File: src/rtl/fpu_pkg.sv
// Shared FP32 constants, state encoding and classification types for the FPU blocks.
package fpu_pkg;

  localparam int FP_W   = 32;
  localparam int EXP_W  = 8;
  localparam int FRAC_W = 23;
  localparam int MANT_W = 24;
  localparam int INT_W  = 32;

  localparam logic [EXP_W-1:0] EXP_BIAS   = 8'd127;
  // Exponent at which the 24-bit mantissa is already an integer.
  localparam logic [EXP_W-1:0] EXP_ANCHOR = 8'd150;
  localparam logic [EXP_W-1:0] EXP_OVF    = 8'd158;
  localparam logic [EXP_W-1:0] EXP_TINY   = 8'd126;

  localparam logic [INT_W-1:0] SAT_POS = 32'h7FFF_FFFF;
  localparam logic [INT_W-1:0] SAT_NEG = 32'h8000_0000;

  typedef enum logic [1:0] {
    S_IDLE,
    S_SHIFT,
    S_ROUND,
    S_DONE
  } state_e;

  typedef enum logic [1:0] {
    FP_ZERO,
    FP_NORMAL,
    FP_INF,
    FP_NAN
  } fp_class_e;

endpackage

File: src/rtl/fp_unpack.sv
// Combinational FP32 field split and classification (zero/denormal, normal, inf, NaN).
module fp_unpack
  import fpu_pkg::*;
(
  input  logic [FP_W-1:0]   fp_i,
  output logic              sign_o,
  output logic [EXP_W-1:0]  exp_o,
  output logic [FRAC_W-1:0] frac_o,
  output fp_class_e         cls_o
);

  always_comb begin
    sign_o = fp_i[FP_W-1];
    exp_o  = fp_i[FP_W-2:FRAC_W];
    frac_o = fp_i[FRAC_W-1:0];
    cls_o  = FP_NORMAL;
    if (exp_o == '0) begin
      cls_o = FP_ZERO;
    end else if (exp_o == '1) begin
      cls_o = (frac_o == '0) ? FP_INF : FP_NAN;
    end
  end

endmodule

File: src/rtl/fp_to_int.sv
// FP32 to int32 converter: bit-serial alignment shifter followed by a single
// round-to-nearest-even step, with valid/ready handshakes on both sides.
module fp_to_int
  import fpu_pkg::*;
(
  input  logic             clk,
  input  logic             rst,
  input  logic             in_valid,
  output logic             in_ready,
  input  logic [FP_W-1:0]  in_data,
  output logic             out_valid,
  input  logic             out_ready,
  output logic [INT_W-1:0] out_data,
  output logic             out_invalid,
  output logic             out_inexact
);

  state_e             state_q, state_d;
  logic [4:0]         cnt_q, cnt_d;
  logic [INT_W-1:0]   out_data_q, out_data_d;
  logic               out_invalid_q, out_invalid_d;
  logic               out_inexact_q, out_inexact_d;

  logic [INT_W-1:0]   mant_q, mant_d;
  logic               guard_q, guard_d;
  logic               sticky_q, sticky_d;
  logic               sign_q, sign_d;
  logic               left_q, left_d;
  logic               fixed_q, fixed_d;
  logic [INT_W-1:0]   fix_data_q, fix_data_d;
  logic               fix_inv_q, fix_inv_d;
  logic               fix_inex_q, fix_inex_d;

  logic               u_sign;
  logic [EXP_W-1:0]   u_exp;
  logic [FRAC_W-1:0]  u_frac;
  fp_class_e          u_cls;
  logic [INT_W-1:0]   mag;

  fp_unpack u_unpack (
    .fp_i   (in_data),
    .sign_o (u_sign),
    .exp_o  (u_exp),
    .frac_o (u_frac),
    .cls_o  (u_cls)
  );

  function automatic logic [INT_W-1:0] round_rne(input logic [INT_W-1:0] m,
                                                 input logic g, input logic s);
    logic up;
    up = g & (s | m[0]);
    return m + {{(INT_W-1){1'b0}}, up};
  endfunction

  function automatic logic [INT_W-1:0] sat_value(input logic neg);
    return neg ? SAT_NEG : SAT_POS;
  endfunction

  always_comb begin
    state_d       = state_q;
    cnt_d         = cnt_q;
    out_data_d    = out_data_q;
    out_invalid_d = out_invalid_q;
    out_inexact_d = out_inexact_q;
    mant_d        = mant_q;
    guard_d       = guard_q;
    sticky_d      = sticky_q;
    sign_d        = sign_q;
    left_d        = left_q;
    fixed_d       = fixed_q;
    fix_data_d    = fix_data_q;
    fix_inv_d     = fix_inv_q;
    fix_inex_d    = fix_inex_q;
    mag           = round_rne(mant_q, guard_q, sticky_q);

    case (state_q)
      S_IDLE: begin
        if (in_valid) begin
          sign_d     = u_sign;
          mant_d     = {8'd0, 1'b1, u_frac};
          guard_d    = 1'b0;
          sticky_d   = 1'b0;
          left_d     = (u_exp > EXP_ANCHOR);
          fixed_d    = 1'b1;
          fix_data_d = '0;
          fix_inv_d  = 1'b0;
          fix_inex_d = 1'b0;
          cnt_d      = '0;
          state_d    = S_ROUND;
          case (u_cls)
            FP_NAN: begin
              fix_data_d = SAT_POS;
              fix_inv_d  = 1'b1;
            end
            FP_INF: begin
              fix_data_d = sat_value(u_sign);
              fix_inv_d  = 1'b1;
            end
            FP_ZERO: fix_inex_d = |u_frac;
            default: begin
              if (u_exp >= EXP_OVF) begin
                // -2^31 is the one exp==158 value that fits exactly.
                fix_data_d = sat_value(u_sign);
                fix_inv_d  = !(u_sign && (u_exp == EXP_OVF) && (u_frac == '0));
              end else if (u_exp < EXP_TINY) begin
                fix_inex_d = 1'b1;
              end else begin
                fixed_d = 1'b0;
                if (u_exp > EXP_ANCHOR) begin
                  cnt_d   = 5'(u_exp - EXP_ANCHOR);
                  state_d = S_SHIFT;
                end else if (u_exp < EXP_ANCHOR) begin
                  cnt_d   = 5'(EXP_ANCHOR - u_exp);
                  state_d = S_SHIFT;
                end
              end
            end
          endcase
        end
      end
      S_SHIFT: begin
        if (left_q) begin
          mant_d = {mant_q[INT_W-2:0], 1'b0};
        end else begin
          mant_d   = {1'b0, mant_q[INT_W-1:1]};
          guard_d  = mant_q[0];
          sticky_d = sticky_q | guard_q;
        end
        cnt_d = cnt_q - 5'd1;
        if (cnt_q == 5'd1) state_d = S_ROUND;
      end
      S_ROUND: begin
        if (fixed_q) begin
          out_data_d    = fix_data_q;
          out_invalid_d = fix_inv_q;
          out_inexact_d = fix_inex_q;
        end else begin
          out_data_d    = sign_q ? (~mag + 32'd1) : mag;
          out_invalid_d = 1'b0;
          out_inexact_d = guard_q | sticky_q;
        end
        state_d = S_DONE;
      end
      S_DONE: begin
        if (out_ready) state_d = S_IDLE;
      end
      default: state_d = S_IDLE;
    endcase
  end

  always_ff @(posedge clk or posedge rst) begin
    if (rst) begin
      state_q       <= S_IDLE;
      cnt_q         <= '0;
      out_data_q    <= '0;
      out_invalid_q <= 1'b0;
      out_inexact_q <= 1'b0;
    end else begin
      state_q       <= state_d;
      cnt_q         <= cnt_d;
      out_data_q    <= out_data_d;
      out_invalid_q <= out_invalid_d;
      out_inexact_q <= out_inexact_d;
    end
  end

  // Working operand registers are always reloaded on accept, so they carry no reset.
  always_ff @(posedge clk) begin
    mant_q     <= mant_d;
    guard_q    <= guard_d;
    sticky_q   <= sticky_d;
    sign_q     <= sign_d;
    left_q     <= left_d;
    fixed_q    <= fixed_d;
    fix_data_q <= fix_data_d;
    fix_inv_q  <= fix_inv_d;
    fix_inex_q <= fix_inex_d;
  end

  assign in_ready    = (state_q == S_IDLE);
  assign out_valid   = (state_q == S_DONE);
  assign out_data    = out_data_q;
  assign out_invalid = out_invalid_q;
  assign out_inexact = out_inexact_q;

endmodule

File: config.mk
export PLATFORM = sky130hd
export DESIGN_NAME = fp_to_int
export DESIGN_NICKNAME = d
export VERILOG_FILES = /design/src/rtl/fpu_pkg.sv /design/src/rtl/fp_unpack.sv /design/src/rtl/fp_to_int.sv
export SDC_FILE = /design/constraint.sdc
export NUM_CORES = 1
export LEC_CHECK = 0
export BUFFER_PORTS_ARGS = -buffer_cell sky130_fd_sc_hd__buf_2
export CAP_MARGIN = 20
export CORE_AREA = 8 8 167 169
export DETAILED_ROUTE_END_ITERATION = 10
export DIE_AREA = 0 0 175 177
export GPL_TIMING_DRIVEN = 0
export PLACE_DENSITY = 0.51
export SYNTH_ARGS = -nofsm -noshare
export SYNTH_HDL_FRONTEND = slang
export SYNTH_SLANG_ARGS = --single-unit
export TNS_END_PERCENT = 100
File: constraint.sdc
create_clock -name clk -period 4.45 [get_ports clk]
set_clock_uncertainty 0.1 [all_clocks]
set_input_delay 0.445 -clock clk [delete_from_list [all_inputs] [get_ports clk]]
set_output_delay 0.445 -clock clk [all_outputs]
set_load 0.02 [all_outputs]
# Word level (Yosys, flattened, before mapping)
# Index checks and enable logic that the tools add are counted.
[word_totals]
ff_bits = 112
latch_bits = 0
mem_bits_rw = 0
romBits = 0
in_bits = 36
out_inout_bits = 36
wordCells = 94
memories = 0
[op_classes]
n_addsub = 5
mul = 0
div_mod_pow = 0
order_cmp = 4
n_eq_ne = 12
shift = 0
mux = 39
bitwise_logic = 4
n_reduce_logical = 16
[ops]
columns = ["cell", "count"]
rows = [
  ["two-way mux 32 bit", 6],
  ["case mux 32 bit (3 select lines)", 1],
  ["case mux 32 bit (2 select lines)", 1],
  ["adder 32 x 1 -> 32 bit", 1],
  ["adder 32 x 1 -> 32 bit, second input constant", 1],
  ["inverter 32 bit", 1],
  ["two-way mux 5 bit", 6],
  ["logical NOT 23 bit", 1],
  ["OR reduction 23 bit", 1],
  ["two-way mux 2 bit", 10],
  ["equality test 8 bit, second input constant", 2],
  ["case mux 5 bit (2 select lines)", 1],
  ["two-way mux 1 bit", 9],
  ["equality test 2 bit, second input constant", 4],
  ["greater-or-equal comparator 8 bit, second input constant", 1],
  ["greater-than comparator 8 bit, second input constant", 1],
  ["logical NOT 8 bit", 1],
  ["less-than comparator 8 x 7 -> 1 bit, second input constant", 1],
  ["less-than comparator 8 bit, second input constant", 1],
  ["case mux 1 bit (2 select lines)", 4],
  ["case mux 2 bit (4 select lines)", 1],
  ["inequality test 2 bit, second input constant", 3],
  ["AND reduction 3 bit", 2],
  ["equality test 5 x 1 -> 1 bit, second input constant", 1],
  ["other kinds (15)", 19],
]

# Logic depth before layout (Yosys ltp)
[depth]
ltp_word = 9
ltp_mapped = 14
depth_no_buf = 11

# Modules after synthesis
# From an unflattened synthesis, not the netlist that was laid out.
[hier_totals]
hier_cells = 710
hier_area_um2 = 6234.7
[by_module_without_submodules]
columns = ["module", "instances", "cells_per_inst", "area_per_inst_um2", "seq_area_each_um2"]
rows = [
  ["fp_to_int", 1, 664, 5898.2, 2257.2],
  ["fp_unpack", 1, 46, 336.6, 0.0],
]

# Worst setup path after synthesis
# No wires, ideal clock.
[synth_timing]
path_kind = "reg-to-reg"
startpoint = "reg guard_q"
endpoint = "reg out_data_q[23], in the netlist out_data[23]"
setup_ns = 0.126
arrival_time_ns = 3.026
required_time_ns = 4.224
slack_ns = 1.198
stages_incl_launch_ff = 13
n_path_buf = 1
synth_period_minus_slack_ns = 3.252
path_cell_list = "edfxtp_1 > nand2_1 > inv_1 > ha_1 > xnor2_2 > nor4b_4 > o211a_1 > o211ai_1 > or4b_1 > buf_2 > o2111ai_1 > o41ai_1 > o32a_1"
[synth_between]
elab_chain_len = 6
[synth_rtl]
columns = ["element", "line", "text"]
rows = [
  ["from (decl)", "fp_to_int.sv:25", "logic guard_q, guard_d;"],
  ["from (signal assigned)", "fp_to_int.sv:170", "guard_q <= guard_d;"],
  ["bitwise AND 1 bit *", "fp_to_int.sv:51", "up = g & (s | m[0]);"],
  ["adder 32 x 1 -> 32 bit *", "fp_to_int.sv:52", "return m + {{(INT_W-1){1'b0}}, up};"],
  ["inverter 32 bit", "fp_to_int.sv:138", "out_data_d = sign_q ? (~mag + 32'd1) : mag;"],
  ["adder 32 x 1 -> 32 bit", "fp_to_int.sv:138", ""],
  ["two-way mux 32 bit *", "fp_to_int.sv:138", ""],
  ["two-way mux 32 bit *", "fp_to_int.sv:133", "if (fixed_q) begin"],
  ["to (signal assigned)", "fp_to_int.sv:161", "out_data_q <= out_data_d;"],
  ["to (decl)", "fp_to_int.sv:20", "logic [INT_W-1:0] out_data_q, out_data_d;"],
]
# Mark *: on every way between the ends. The rest lies on a longest branch, timed or not.
# A chain may end at the register's enable or synchronous reset.

# Worst setup path in the final report
# Same ends and word-level chain as after synthesis.

==> out/results.ini <==
[run_status]
status = complete, no violations

[logic_synthesis]
avgSynthCellArea_sq_um = 9.02
synth_seq_cells = 82
ys_types = 79
synthArstFlopShare_pct = 50.0
synth-compound-area-share_pct = 18.6
synthFlopType = edfxtp_1
synthMuxAreaShare_pct = 6.57
synth_top_family_by_area = simple AND/OR/NAND/NOR gates
synth_area_sq_um = 6170
synth_xor_area_share_pct = 6.37
yosysSeqAreaShare_pct = 36.6
yosys.area_share.adder_pct = 2.84
ys_warn_count = 0
syn_nets = 734
yosys.area_share.simple_pct = 23.6
synth_edf_count = 41
synth_cells = 684

[die]
core_sq_um = 25500
die_w_microns = 175
die_h_microns = 177
ios = 72
die_area_sq_um = 31000
rows = 59
start_util_pct = 24.2

[worst_setup_path]
setup.worst_path.end_class = register
crit_arrival_ns = 3.87
cp.required_ns = 4.59
path_class = reg -> reg
cp_max_fo = 8
start_kind = register

[drt]
vias = 5295
wl_microns = 18200
post-route-drc-count = 0
ant_nets = 0
first_pass_iters = 6
vias_per_cell = 4.78
drt_iter0_drc = 379
routedWlPerCell_microns = 16.4

[clocking]
h-tree-depth = 3
cts_root_buf = clkbuf_16
cts_made_buffers = 9
cts_buffer_depth = 2
cts.reportedPaths.clkPinSlew_ns = 0.06
ctsResizeCount = 0
clk_latency_ns = 0.35
clock-sinks = 82
cts_tree = yes

[sta]
setup_tns_ns = 0
hold_violations = 0
setup_violations = 0
period_needed_ns = 3.73
timing.final.crit_share_pct = 83.9
slew_headroom_pct = 43.7
fmax_ghz = 0.268
rsz0062_at_grt = false
worst_slew_pin_slew_ns = 0.837
fin_ws_ns = 0.717
drv_slew = 0

[power]
ir_worst_vdd_mv = 0.178
p_per_area_nw_per_um2 = 620
power_leakage_nw = 2.85
p_total_mw = 4.54

[placed_design]
dpl.hpwl_microns = 14400
pre_cts_ws_ns = 0.762
portBuffers = 70
dpl-instance-area_sq_um = 6990
gp_congestion = 0.808

[grt]
grt_max_degree = 27
antenna_found_initial = 0
grt_pass1_wl_microns = 29300
grt.overflow.total = 0
grt_pass1_vias = 5343
grtUsageTotal_pct = 11.7

[final_layout]
final_common_cell = buf_2
insertedDiodeCount = 0
drive_above_1_share_pct = 16.9
fill_cells = 2767
mostFrequentLayoutCells = 77 x buf_2, 66 x nor2_1, 54 x a21oi_1
final_area_sq_um = 7330
area_delta_synth_final_pct = 18.7
fin_nets = 818

[flow_run]
max_cap_viol_count = 0

[worst_hold_path]
hp-class = in -> reg

-- layer usage --
metal / part of all wire (%) / up-vias / GRT usage, %
li1: - / 2700 / -
met4: 1.3 / 0 / 3.67
met1: 48 / 2473 / 15.3
met3: 4.4 / 15 / 2.69
met5: 0 / - / 0
met2: 47 / 107 / 18.9
-- cell usage after synthesis (all sizes together) (4+ instances only) --
| cell | n | area share (%) |
|---|---|---|
| a21oi | 54 | 4.4 |
| nor2 | 68 | 4.2 |
| nor3 | 17 | 1.6 |
| o31ai | 9 | 1.1 |
| a21o | 4 | 0.49 |
| xor2 | 18 | 2.6 |
| and2 | 12 | 1.2 |
| inv | 27 | 1.6 |
| nand2 | 43 | 2.6 |
| clkbuf | 29 | 1.8 |
| dfrtp | 41 | 17 |
| mux2 | 4 | 0.73 |
| o22a | 13 | 1.8 |
| o211ai | 7 | 0.85 |
| o41ai | 4 | 0.87 |
| and4 | 5 | 0.75 |
| nor2b | 12 | 1.2 |
| buf | 21 | 2.0 |
| ha | 14 | 2.8 |
| nand3 | 26 | 2.3 |
| mux2i | 36 | 5.8 |
| nor4 | 14 | 1.6 |
| nand4 | 23 | 2.7 |
| o21ai | 27 | 2.2 |
| a31oi | 5 | 0.51 |
| or4b | 4 | 0.65 |
| edfxtp | 41 | 20 |
| and3 | 21 | 2.2 |
| nand2b | 4 | 0.41 |
| xnor2 | 26 | 3.8 |
-- where the power goes --
part | internal [mW] | total [mW] | switching [mW]
sequential | 1.18 | 1.39 | 0.212
clock | 0.523 | 0.832 | 0.310
combinational | 0.849 | 2.31 | 1.46
total | 2.55 | 4.54 | 1.99
-- sequential cells by signal, summed over array words and instances (netlist names), 2 cells and up --
register and count:
mant_q 32, out_data 32, cnt_q 5, fix_data_q 2, state_q 2
-- kinds of logic (layout without fill, tap and decap cells) --
kind of cell / count (synthesis) / count (layout)
flip-flops: 82 / 82
AO/OA/AOI/OAI: 164 / 164
AND/OR/NAND/NOR: 262 / 262
buffers and inverters: 78 / 167
XOR/XNOR: 44 / 44
adder cells (fa/ha/maj): 14 / 14
multiplexers: 40 / 40
-- what timing repair did --
item                      in CTS  in global routing
hold endpoints to repair      15                  0
setup buffers                  0                  0
hold buffers                   1                  0
-- per-stage QoR --
| stage | utilization [%] | hold WS [ns] | cells |
|---|---|---|---|
| finish | 28.8 | 0.222 | 1108 |
| global route | 28.8 | 0.223 | 1108 |
| CTS | 28.8 | 0.217 | 1108 |
| detailed placement | 27.4 | 0.361 | 1091 |
| global placement | 27.3 | 0.362 | 1089 |
| floorplan | - | 0.371 | 684 |
-- final timing paths --
kind	startpoint	endpoint	slack (ns)	cells after the start
max in group asynchronous	rst	out_data[5]$_DFFE_PP0P_	3.24	4
hold reg to reg	out_invalid$_DFFE_PP0P_	out_invalid$_DFFE_PP0P_	0.39	1
setup reg to reg	guard_q$_SDFFCE_PN0P_	out_data[23]$_DFFE_PP0P_	0.72	12
setup / recovery	guard_q$_SDFFCE_PN0P_	out_data[23]$_DFFE_PP0P_	0.72	12
hold / removal	in_data[31]	sign_q$_DFFE_PP_	0.22	1
min in group asynchronous	rst	out_data[26]$_DFFE_PP0P_	0.53	3
-- final cells by class --
| class | count | area, sq um | share of cell area (%) |
|---|---|---|---|
| flip-flops and latches | 82 | 2260 | 30.8 |
| clock inverters | 5 | 75.1 | 1.02 |
| repair buffers | 73 | 408 | 5.57 |
| multi-input cells | 524 | 3580 | 48.8 |
| plain buffers | 50 | 234 | 3.19 |
| clock buffers | 11 | 254 | 3.47 |
| inverters | 28 | 105 | 1.43 |
| well taps | 335 | 419 | 5.72 |
-- worst max-delay path, cell delays in order, from the launching register on --
cell and delay, ns:
edfxtp_1 0.51, nand2_1 0.12, inv_1 0.04, ha_1 0.24, xnor2_2 0.30, nor4b_4 0.41, o211a_1 0.25, o211ai_1 0.23
or4b_1 0.57, buf_2 0.19, o2111ai_1 0.20, o41ai_1 0.11, o32a_1 0.34
No activity file was read; power rests on OpenSTA's default activity.
